$ cat src/rtl/tick_meter_pkg.sv
// Shared constants and types for the tick period meter.
// State encodings, error counter width and a saturating increment.
package tick_meter_pkg;

   localparam logic [1:0] ST_IDLE = 2'd0;
   localparam logic [1:0] ST_WAIT = 2'd1;
   localparam logic [1:0] ST_MEAS = 2'd2;
   localparam logic [1:0] ST_LOCK = 2'd3;

   localparam int ERR_W = 8;

   typedef enum logic [1:0] {
      IDLE       = ST_IDLE,
      WAIT_FIRST = ST_WAIT,
      MEASURE    = ST_MEAS,
      LOCKED     = ST_LOCK
   } state_t;

   function automatic logic [ERR_W-1:0] err_inc(
      input logic [ERR_W-1:0] v
   );
      return (&v) ? v : v + 8'd1;
   endfunction

endpackage

$ cat src/rtl/period_cnt.sv
// Saturating loadable up-counter used to time the gap between ticks.
// sat flags the all-ones value, where the counter holds.
module period_cnt #(
   parameter int W = 8
) (
   input  logic         clk,
   input  logic         rst_b,
   input  logic         clr,
   input  logic         load,
   input  logic [W-1:0] d,
   output logic [W-1:0] cnt,
   output logic         sat
);

   localparam logic [W-1:0] ONE = W'(1);

   assign sat = &cnt;

   always_ff @(posedge clk or negedge rst_b) begin
      if (!rst_b) begin
         cnt <= '0;
      end else if (clr) begin
         cnt <= '0;
      end else if (load) begin
         cnt <= d;
      end else if (!sat) begin
         cnt <= cnt + ONE;
      end
   end

endmodule

$ cat src/rtl/tick_period_meter.sv
// Measures the clk-cycle period of a divided tick and locks when it
// repeatedly matches the expected value; flags mismatches and timeouts.
module tick_period_meter
   import tick_meter_pkg::*;
#(
   parameter int W      = 8,
   parameter int EXP    = 6,
   parameter int LOCK_N = 3
) (
   input  logic             clk,
   input  logic             rst_b,
   input  logic             clr,
   input  logic             en,
   input  logic             tick_in,
   output logic [W-1:0]     period,
   output logic             period_vld,
   output logic             locked,
   output logic             err,
   output logic [ERR_W-1:0] err_cnt
);

   localparam logic [W-1:0] EXP_V  = W'(EXP);
   localparam logic [3:0]   LOCK_V = 4'(LOCK_N);
   localparam logic [W-1:0] ONE    = W'(1);

   state_t         state;
   logic           tick_q;
   logic [3:0]     mcnt;
   logic [3:0]     m_inc;
   logic [W-1:0]   cnt;
   logic           sat;
   logic           rise;
   logic           hit;

   assign rise  = tick_in & ~tick_q;
   assign hit   = (cnt == EXP_V);
   assign m_inc = (mcnt >= LOCK_V) ? LOCK_V : mcnt + 4'd1;

   period_cnt #(
      .W(W)
   ) u_cnt (
      .clk   (clk),
      .rst_b (rst_b),
      .clr   (clr),
      .load  (rise),
      .d     (ONE),
      .cnt   (cnt),
      .sat   (sat)
   );

   always_ff @(posedge clk or negedge rst_b) begin
      if (!rst_b) begin
         state      <= IDLE;
         tick_q     <= 1'b0;
         mcnt       <= '0;
         period     <= '0;
         period_vld <= 1'b0;
         locked     <= 1'b0;
         err        <= 1'b0;
         err_cnt    <= '0;
      end else if (clr) begin
         state      <= IDLE;
         tick_q     <= 1'b0;
         mcnt       <= '0;
         period     <= '0;
         period_vld <= 1'b0;
         locked     <= 1'b0;
         err        <= 1'b0;
         err_cnt    <= '0;
      end else begin
         tick_q     <= tick_in;
         period_vld <= 1'b0;
         err        <= 1'b0;
         if (!en) begin
            // Disable wins over a coincident edge.
            state  <= IDLE;
            mcnt   <= '0;
            locked <= 1'b0;
         end else begin
            unique case (state)
               IDLE: begin
                  state <= WAIT_FIRST;
               end
               WAIT_FIRST: begin
                  if (rise) state <= MEASURE;
               end
               MEASURE: begin
                  if (rise) begin
                     period     <= cnt;
                     period_vld <= 1'b1;
                     if (hit) begin
                        mcnt <= m_inc;
                        if (m_inc == LOCK_V) begin
                           state  <= LOCKED;
                           locked <= 1'b1;
                        end
                     end else begin
                        mcnt <= '0;
                     end
                  end else if (sat) begin
                     state   <= WAIT_FIRST;
                     mcnt    <= '0;
                     err     <= 1'b1;
                     err_cnt <= err_inc(err_cnt);
                  end
               end
               LOCKED: begin
                  if (rise) begin
                     period     <= cnt;
                     period_vld <= 1'b1;
                     if (hit) begin
                        mcnt <= m_inc;
                     end else begin
                        state   <= MEASURE;
                        locked  <= 1'b0;
                        mcnt    <= '0;
                        err     <= 1'b1;
                        err_cnt <= err_inc(err_cnt);
                     end
                  end else if (sat) begin
                     state   <= WAIT_FIRST;
                     locked  <= 1'b0;
                     mcnt    <= '0;
                     err     <= 1'b1;
                     err_cnt <= err_inc(err_cnt);
                  end
               end
            endcase
         end
      end
   end

endmodule

$ cat config.mk
export PLATFORM = sky130hd
export DESIGN_NAME = tick_period_meter
export DESIGN_NICKNAME = d
export VERILOG_FILES = /design/src/rtl/tick_meter_pkg.sv /design/src/rtl/period_cnt.sv /design/src/rtl/tick_period_meter.sv
export SDC_FILE = /design/constraint.sdc
export NUM_CORES = 1
export LEC_CHECK = 0
export CORE_ASPECT_RATIO = 1.5
export CORE_MARGIN = 2
export CORE_UTILIZATION = 57
export CTS_BUF_LIST = sky130_fd_sc_hd__clkbuf_8
export DETAILED_ROUTE_END_ITERATION = 16
export GPL_TIMING_DRIVEN = 0
export PLACE_DENSITY = 0.88
export SLEW_MARGIN = 20
export SYNTH_ARGS = -nofsm -noshare
export SYNTH_HDL_FRONTEND = slang
export SYNTH_HIERARCHICAL = 1
export SYNTH_SLANG_ARGS = --single-unit
$ cat constraint.sdc
create_clock -name clk -period 2.59 [get_ports clk]
set_clock_uncertainty 0.05 [all_clocks]
set_input_delay 0.518 -clock clk [delete_from_list [all_inputs] [get_ports clk]]
set_output_delay 0.518 -clock clk [all_outputs]
set_load 0.05 [all_outputs]
==> impl_results.md, run 1 <==
- Final slew viol count: 0
- Longest Clk Path Bufs: 2
- P&R area growth vs syn: 20.6%
- Final Hold Fails: 0
- Top delay family on crit path: compound AO/OA/AOI/OAI gates
- Reg2reg end: err_cnt[6]
- Total track usage: 25.1%
- Nets: 247
- Peak supply drop: 0.000340 V
- CP endpoint kind: flip-flop
- Ant. Diodes: 0
- Buffers added on ports: 23
- Most used DFF post-synth: dfrtp_1
- CP Buf/Inv Count: 2
- Mux cell area share after synthesis: 0.505%
- Die area: 3970 um^2
- Post-synth ARST share: 100%
- Yosys reg bits: 34
- Period utilisation layout: 88.7%
- Num CTS Buffers: 5
- Syn_area_per_cell: 9.81 um^2
- Worst-Skew Late Latency: 0.29 ns
- Lkg Pwr: 1.02 nW
- Status: finished, final reports clean
- Slew @ Worst Pin: 0.775 ns
- Final hold slack: 0.453 ns
- Critical Path Slowest Stage Cell: dfrtp_1
- Hold Crit Endpoint: period[7]
- Site row count: 26
- Routed vias/inst: 6.22
- Worst reg-to-reg setup slack: 0.29 ns
- Combinational Power Share: 10.4%
- Sw Pwr: 0.270 mW
- Relative slew slack: 48.1%
- Crit Path Max Fanout: 11
- Maximum clock rate: 435 MHz
- Clock share of power: 36.3%
- Total Wirelength: 4560 um
- Antenna-violating nets left: 0
- Hold_sp: period[7]
- Netlist cell types: 65
- DRC Markers: 0
- First-pass GRT wire length: 7580 um
- CTS root buf: clkbuf_8
- Total number of vias: 1742
- Floorplan core area: 3380 um^2
- Fraction of layout cells with a size suffix above 1: 10.9%
- Minimum clock period: 2.30 ns
- Worst r2r src: u_cnt/cnt[0]
- Top cells by area, synth: dfrtp_1 (43%), a22o_1 (3.5%), nand2_1 (2.8%)
- # setup viols final: 0
- Share of the synthesized area in the top cell type: 42.9%
- Sw Ratio: 25.4%
- Setup TNS: 0 ns
- EDFF count, synth: 0
- TritonRoute pass-1 iters: 4
- Post-Synth Simple-Gate Area: 19.9%
- Power per Cell Area: 444 nW/um^2
- Iter 0 DRT Violations: 61
- Setup Fix Bufs, Post-CTS: 0
- Pin count of the biggest net entering global routing: 34
- Total clock sinks: 34
- Crit path DAT: 2.42 ns
- Grt ovf: 0
- Post-Synthesis Cells: 202
- Register share of total power: 53.3%
- Most common cell after layout, fill and taps aside: dfrtp_1
- RSZ-0062 raised after global routing: no
- Worst-path cell chain: ha_1, and4_4, and3_1, buf_6, inv_1, a2111oi_2, o21ba_1, o32a_1
- Area leader, netlist: dfrtp_1
- Crit start category: flip-flop
- Synth Cell Area: 1980 um^2
- Vias in the first global route: 1668
- Post-synthesis sequential area ratio: 42.9%
- Die Ht: 76.2 um
- Worst path required time: 2.71 ns
- DR WL/cell: 16.3 um
- Worst min path class: flip-flop to flip-flop
- Largest family of logic cells by synthesized area: compound AO/OA/AOI/OAI gates
- Initial antenna violation count: 0
- Routability Congestion: 0.861
- Die width: 52.1 um
- Compound-cell area share of the yosys netlist: 28.3%
- Initial core utilization: 58.6%
- Htree depth: 2
- Post-cts resize count: 0
- Critical Path Max Stage Delay: 0.42 ns
- Hold depth: 1
- # IOs: 24
- CTS tree: yes
- Max-Cap Viols: 0
- Internal: 0.792 mW
- Warnings, synthesis: 6
- XOR/XNOR Fraction of Synth Area: 1.33%
- Setup Crit Path Kind: flip-flop to flip-flop
- Most frequent cells in the layout: dfrtp_1 (34), clkdlybuf4s50_1 (22), nand2_1 (15), inv_1 (13), o21ai_0 (11)
- Hpwl dp: 3250 um
- Worst r2r path cells: 8
- Adder-cell area share of the yosys netlist: 1.89%
- Clock transition at the registers of the reported paths: 0.07 ns
==> state kept, by name (all words and copies together), names as in the netlist <==
register    cells
state           2
u_cnt/cnt       8
period          8
err_cnt         8
period_vld      1
err             1
locked          1
tick_q          1
mcnt            4
==> metrics by stage <==
step | area (um^2) | instances | power, mW | util, % | setup slack [ns]
after detailed placement | 2300 | 274 | 0.685 | 68.0 | -0.0344
after floorplan | 2000 | 208 | 0.641 | - | 0.283
after global placement | 2290 | 273 | 0.679 | 67.6 | 0.0159
after CTS | 2390 | 280 | 1.07 | 70.7 | 0.285
after global routing | 2390 | 280 | 1.10 | 70.7 | 0.171
final | 2390 | 280 | 1.06 | 70.7 | 0.293
==> synthesized netlist by cell type (3+ instances only) <==
library cell	count
o21ai_0	11
nand4_1	3
nand3_1	7
nor2b_1	4
a21oi_1	8
nor3b_1	3
nand2_1	15
buf_2	3
and3_1	7
nor2_1	8
a22o_1	8
o211ai_1	5
o31ai_1	3
o21ai_1	3
a21o_1	3
dfrtp_1	34
inv_1	13
ha_1	3
==> layer usage <==
layer  global-route usage (%)  share of wire [%]  up-vias
met4                     10.3                1.4        0
met1                     29.8                 40      848
met5                        0                  0        -
li1                         -                  -      828
met3                     5.49                4.5        9
met2                     42.7                 54       57
==> cells by family (layout without fill, tap and decap cells) <==
family | after synthesis | count (layout)
XOR/XNOR | 3 | 3
AND/OR/NAND/NOR | 65 | 65
buffers and inverters | 21 | 51
multiplexers | 1 | 1
adder cells (fa/ha/maj) | 3 | 3
AO/OA/AOI/OAI | 73 | 73
other | 2 | 8
flip-flops | 34 | 34
==> power by group through the flow <==
stage / registers, mW / logic (mW) / clock network (mW)
finish: 0.566 / 0.110 / 0.385
global route: 0.569 / 0.122 / 0.412
CTS: 0.566 / 0.111 / 0.396
detailed placement: 0.576 / 0.109 / 0
global placement: 0.575 / 0.104 / 0
floorplan: 0.577 / 0.0636 / 0
==> worst max-delay path by stage <==
stage | from | slack (ns) | to | cells past startpoint
floorplan | u_cnt/cnt[0] | 0.28 | err_cnt[6] | 9
global placement | u_cnt/cnt[0] | 0.02 | err_cnt[6] | 9
detailed placement | u_cnt/cnt[0] | -0.03 | err_cnt[6] | 9
CTS | u_cnt/cnt[0] | 0.28 | err_cnt[6] | 8
global route | u_cnt/cnt[0] | 0.17 | err_cnt[7] | 8
finish | u_cnt/cnt[0] | 0.29 | err_cnt[6] | 8
==> final cells by class <==
type	instances	area (um^2)
clock buffer	6	82.6
tap	42	52.6
inverter	14	52.6
buffer	6	37.5
multi-input combinational	153	1060
fill	277	992
timing repair buffer	25	255
sequential	34	851
==> what timing repair did <==
action | CTS | global route
endpoints found under the setup margin | 1 | 0
hold buffers | 1 | 0
endpoints found under the hold margin | 1 | 0
Power figures use the tool's default switching activity.
==> run 2: changes to the inputs <==
- SLEW_MARGIN: 20 -> unset
==> run 2 against run 1 <==
Net effect:
- clock-buffer cell count unchanged
- register-to-register slack barely moved
- largest power group unchanged
- fmax decreased by 0.19%
- critical path type unchanged
- core utilization is 0.63 points lower
- routed wire length down 1.2%
- highest routed layer unchanged
- sequential power is essentially flat
- combinational power down 4%
==> impl_results.md, run 2 (synthesis gave the netlist of run 1 again) <==
- Reg2reg end: err_cnt[6]
- Max-Cap Viols: 0
- Period utilisation layout: 88.9%
- Die Ht: 76.2 um
- Post-DP Area: 2280 um^2
- CP Buf/Inv Count: 2
- Worst path required time: 2.72 ns
- Worst min path class: input port to async pin
- TritonRoute pass-1 iters: 4
- Maximum clock rate: 434 MHz
- DRC Markers: 0
- Final slew viol count: 0
- Num CTS Buffers: 5
- Final worst slack: 0.288 ns
- First-pass GRT wire length: 7700 um
- Total track usage: 25.5%
- Die area: 3970 um^2
- Worst Setup SP: u_cnt/cnt[0]
- Die width: 52.1 um
- Status: finished, final reports clean
- Most common cell after layout, fill and taps aside: dfrtp_1
- Vias in the first global route: 1670
- Floorplan core area: 3380 um^2
- CP endpoint kind: flip-flop
- Crit start category: flip-flop
- DR WL/cell: 16.1 um
- Post-Place Setup Slack: -0.0253 ns
- Worst r2r path cells: 8
- Ant. Diodes: 0
- Buffers added on ports: 23
- Nets: 245
- Fin area: 2370 um^2
- Fraction of layout cells with a size suffix above 1: 10.9%
- Worst r2r src: u_cnt/cnt[0]
- Worst-Skew Late Latency: 0.29 ns
- Slew @ Worst Pin: 0.796 ns
- Critical Path Slowest Stage Cell: dfrtp_1
- Worst-path cell chain: ha_1, and4_4, and3_1, buf_6, inv_1, a2111oi_2, o21ba_1, o32a_1
- Relative slew slack: 46.7%
- Routed vias/inst: 6.13
- Post-cts resize count: 0
- Levels on crit path: 8
- Critical Path Max Stage Delay: 0.42 ns
- # setup viols final: 0
- Final hold slack: 0.239 ns
- Final Hold Fails: 0
- Worst reg-to-reg setup slack: 0.29 ns
- Routability Congestion: 0.861
- Critical Path End: err_cnt[6]
- Hpwl dp: 3210 um
- Clock transition at the registers of the reported paths: 0.07 ns
- RSZ-0062 raised after global routing: no
- Site row count: 26
- Pin count of the biggest net entering global routing: 35
- P&R area growth vs syn: 19.6%
- Grt ovf: 0
- Crit Path Max Fanout: 11
- Total number of vias: 1716
- # IOs: 24
- Total clock sinks: 34
- Initial antenna violation count: 0
- Antenna-violating nets left: 0
- Top delay family on crit path: compound AO/OA/AOI/OAI gates
- Lkg Pwr: 1.01 nW
- CTS tree: yes
- Setup Fix Bufs, Post-CTS: 0
- Minimum clock period: 2.30 ns
- Peak supply drop: 0.000323 V
- Iter 0 DRT Violations: 94
- Largest regs: err_cnt x8, period x8, u_cnt/cnt x8
- Setup Crit Path Kind: flip-flop to flip-flop
- Longest Clk Path Bufs: 2
- Crit path DAT: 2.43 ns
- Hold buffers post-CTS: 0
- Initial core utilization: 58.6%
- Final Non-Filler Cells: 280
- Total Wirelength: 4510 um
- CTS root buf: clkbuf_8
- Placed cells: 273
- Power per Cell Area: 451 nW/um^2
- Htree depth: 2
- Most frequent cells in the layout: dfrtp_1 (34), clkdlybuf4s50_1 (22), nand2_1 (15), inv_1 (14), o21ai_0 (11)
-- run 2: cell types whose count changed in the layout (fill, tap and decap cells not counted), sizes merged --
cell,previous run,this run
clkinv,0,1
buf,8,7
dlygate4sd3,1,0
inv,14,15
-- run 2: final cells by class --
cell class	count	area [um^2]
Multi-Input combinational cell	153	1060
Fill cell	265	1010
Sequential cell	34	851
Timing Repair Buffer	23	225
Clock buffer	6	82.6
Inverter	14	52.6
Tap cell	42	52.6
Buffer	6	37.5
Clock inverter	2	8.76
-- run 2: how the worst min path moves through the flow --
stage / to / slack [ns] / cells after the start
6_report: state[0] / 0.24 / 1
5_1_grt: state[0] / 0.30 / 1
4_1_cts: state[0] / 0.27 / 1
3_5_place_dp: period[7] / 0.44 / 1
3_3_place_gp: period[6] / 0.43 / 1
2_1_floorplan: err / 0.17 / 0
-- run 2: stage by stage --
stage                     total power, mW  setup TNS, ns  util, %
after global placement              0.679              0     67.6
after global routing                 1.12              0     70.0
final                                1.07              0     70.0
after CTS                            1.08              0     70.0
after floorplan                     0.641              0        -
after detailed placement            0.681        -0.0253     67.5
-- run 2: worst reg2reg max path, stage by stage, from the launching register on --
cell and delay (ns):
dfrtp_1 0.42, ha_1 0.25, and4_4 0.26, and3_1 0.20, buf_6 0.16, inv_1 0.10
a2111oi_2 0.30, o21ba_1 0.18, o32a_1 0.27
-- run 2: power by group --
group | switching (mW) | leakage (nW) | total [mW] | internal, mW
Combinational | 0.0668 | 0.496 | 0.106 | 0.0388
Clock | 0.186 | 0.0524 | 0.396 | 0.210
Sequential | 0.0228 | 0.466 | 0.567 | 0.544
-- run 2: layer usage --
layer,share of wire [%],track usage (%)
met1,41,31.7
met2,53,42.0
met3,3.8,5.88
met4,1.8,10.0
met5,0,0
==> run 3: changes to the inputs <==
- CORE_UTILIZATION: 57 -> 60
- PLACE_DENSITY: 0.88 -> 0.92
- clock period: 2.59 -> 3 ns (I/O delays scaled with it)
==> run 3 against run 2 <==
Net effect:
- worst setup slack improved by 0.056 ns
- core utilization increased by 6.6 points
- sequential power decreased by 14%
- hold slack improved by 0.072 ns
- critical path type unchanged
==> impl_results.md, run 3 (synthesis gave the netlist of run 1 again) <==
- Status: finished, final reports clean
- Vias in the first global route: 1669
- Die area: 3790 um^2
- Post-cts resize count: 0
- Clock share of power: 47.8%
- Crit path DAT: 2.82 ns
- Floorplan core area: 3160 um^2
- Fraction of layout cells with a size suffix above 1: 11.3%
- Routed vias/inst: 6.28
- CTS root buf: clkbuf_8
- Largest regs: err_cnt x8, period x8, u_cnt/cnt x8
- Internal: 0.857 mW
- Critical Path Max Stage Delay: 0.49 ns
- Final slew viol count: 0
- Total Wirelength: 4580 um
- Iter 0 DRT Violations: 58
- Sw Pwr: 0.256 mW
- Lkg Pwr: 1.03 nW
- Clock transition at the registers of the reported paths: 0.08 ns
- Max-Cap Viols: 0
- Worst Setup SP: u_cnt/cnt[0]
- Critical Path Slowest Stage Cell: a2111oi_0
- Total clock sinks: 34
- Hold buffers post-CTS: 0
- Relative slew slack: 49.4%
- Total number of vias: 1752
- Peak supply drop: 0.000431 V
- Ant. Diodes: 0
- Most frequent cells in the layout: dfrtp_1 (34), clkdlybuf4s50_1 (22), nand2_1 (15), inv_1 (13), o21ai_0 (11)
- Total track usage: 27.6%
- Worst path required time: 3.17 ns
- DRC Markers: 0
- Final Hold Fails: 0
- Crit start category: flip-flop
- Power per Cell Area: 460 nW/um^2
- Die Ht: 74.4 um
- Combinational Power Share: 8.3%
- Worst-Skew Late Latency: 0.30 ns
- Crit Path Max Fanout: 8
- Setup Fix Bufs, Post-CTS: 0
- Htree depth: 2
- TritonRoute pass-1 iters: 4
- # IOs: 24
- Pin count of the biggest net entering global routing: 35
- Maximum clock rate: 377 MHz
- Routability Congestion: 0.887
- Worst-path cell chain: ha_1, and4_4, and3_1, buf_6, clkbuf_1, inv_1, a2111oi_0, o21ai_0, o211ai_1
- Final Non-Filler Cells: 279
- Nets: 246
- Buffers added on ports: 23
- Longest Clk Path Bufs: 2
- Grt ovf: 0
- Hpwl dp: 3180 um
- Die width: 50.9 um
- DR WL/cell: 16.4 um
- P&R area growth vs syn: 22.2%
- Worst r2r src: u_cnt/cnt[0]
- Setup Crit Path Kind: flip-flop to flip-flop
- Initial core utilization: 62.7%
- Worst min path class: input port to async pin
- Slew @ Worst Pin: 0.755 ns
- CTS tree: yes
- Num CTS Buffers: 5
- Period utilisation layout: 88.5%
- Most common cell after layout, fill and taps aside: dfrtp_1
- Sw Ratio: 23.0%
- Site row count: 25
- Setup TNS: 0 ns
- Antenna-violating nets left: 0
- Initial antenna violation count: 0
- Register share of total power: 43.9%
- CP endpoint kind: flip-flop
- Minimum clock period: 2.66 ns
- # setup viols final: 0
- First-pass GRT wire length: 7690 um
- Placed cells: 271
- RSZ-0062 raised after global routing: no
==> run 3: cell count changes in the layout (fill, tap and decap cells not counted) <==
cell	delta
bufinv_16	+2
clkbuf_1	+1
inv_1	-1
clkinv_2	-1
==> run 3: critical path, delay by kind of cell (launching register included) <==
kind | cells | cell delay, ns
AOI/OAI and AO/OA | 3 | 0.79
adders and majority gates | 1 | 0.28
buffers and inverters | 3 | 0.58
DFF | 1 | 0.42
and+or+nand+nor | 2 | 0.44
==> run 3: per-layer routing <==
metal / track usage, % / share of wire [%]
met5: 0 / 0
met4: 16.2 / 3.1
met3: 6.02 / 3.9
met2: 46.9 / 52
met1: 31.7 / 41
==> run 3: metrics by stage <==
stage,util (%),setup slack (ns),power [mW],hold WS (ns),area [um^2]
2_1_floorplan,-,0.693,0.553,0.254,2000
3_3_place_gp,72.3,0.451,0.586,0.434,2280
3_5_place_dp,72.2,0.427,0.588,0.432,2280
4_1_cts,76.7,0.382,1.11,0.342,2420
5_1_grt,76.7,0.113,1.14,0.384,2420
6_report,76.7,0.345,1.11,0.310,2420
==> run 3: cell type report <==
cell class	count	area, um^2
tap	40	50.0
buffer	7	41.3
clock buffer	6	82.6
sequential	34	851
fill	201	737
clock inverter	2	60.1
inverter	14	52.6
timing repair buffer	23	225
multi-input combinational	153	1060
==> run 3: worst paths after layout <==
kind                                 to  slack (ns)  cells after the start
max in group asynchronous  u_cnt/cnt[0]        2.10                      1
hold reg to reg               period[6]        0.45                      1
setup reg to reg             err_cnt[7]        0.34                      9
setup / recovery             err_cnt[7]        0.34                      9
min in group clk              period[6]        0.45                      1
hold / removal                 state[1]        0.31                      1
==> run 3: power groups by stage <==
stage / registers [mW] / clock network (mW) / logic, mW
final: 0.489 / 0.532 / 0.0919
after global routing: 0.491 / 0.547 / 0.103
after CTS: 0.489 / 0.532 / 0.0914
after detailed placement: 0.497 / 0 / 0.0907
after global placement: 0.497 / 0 / 0.0896
after floorplan: 0.498 / 0 / 0.0549
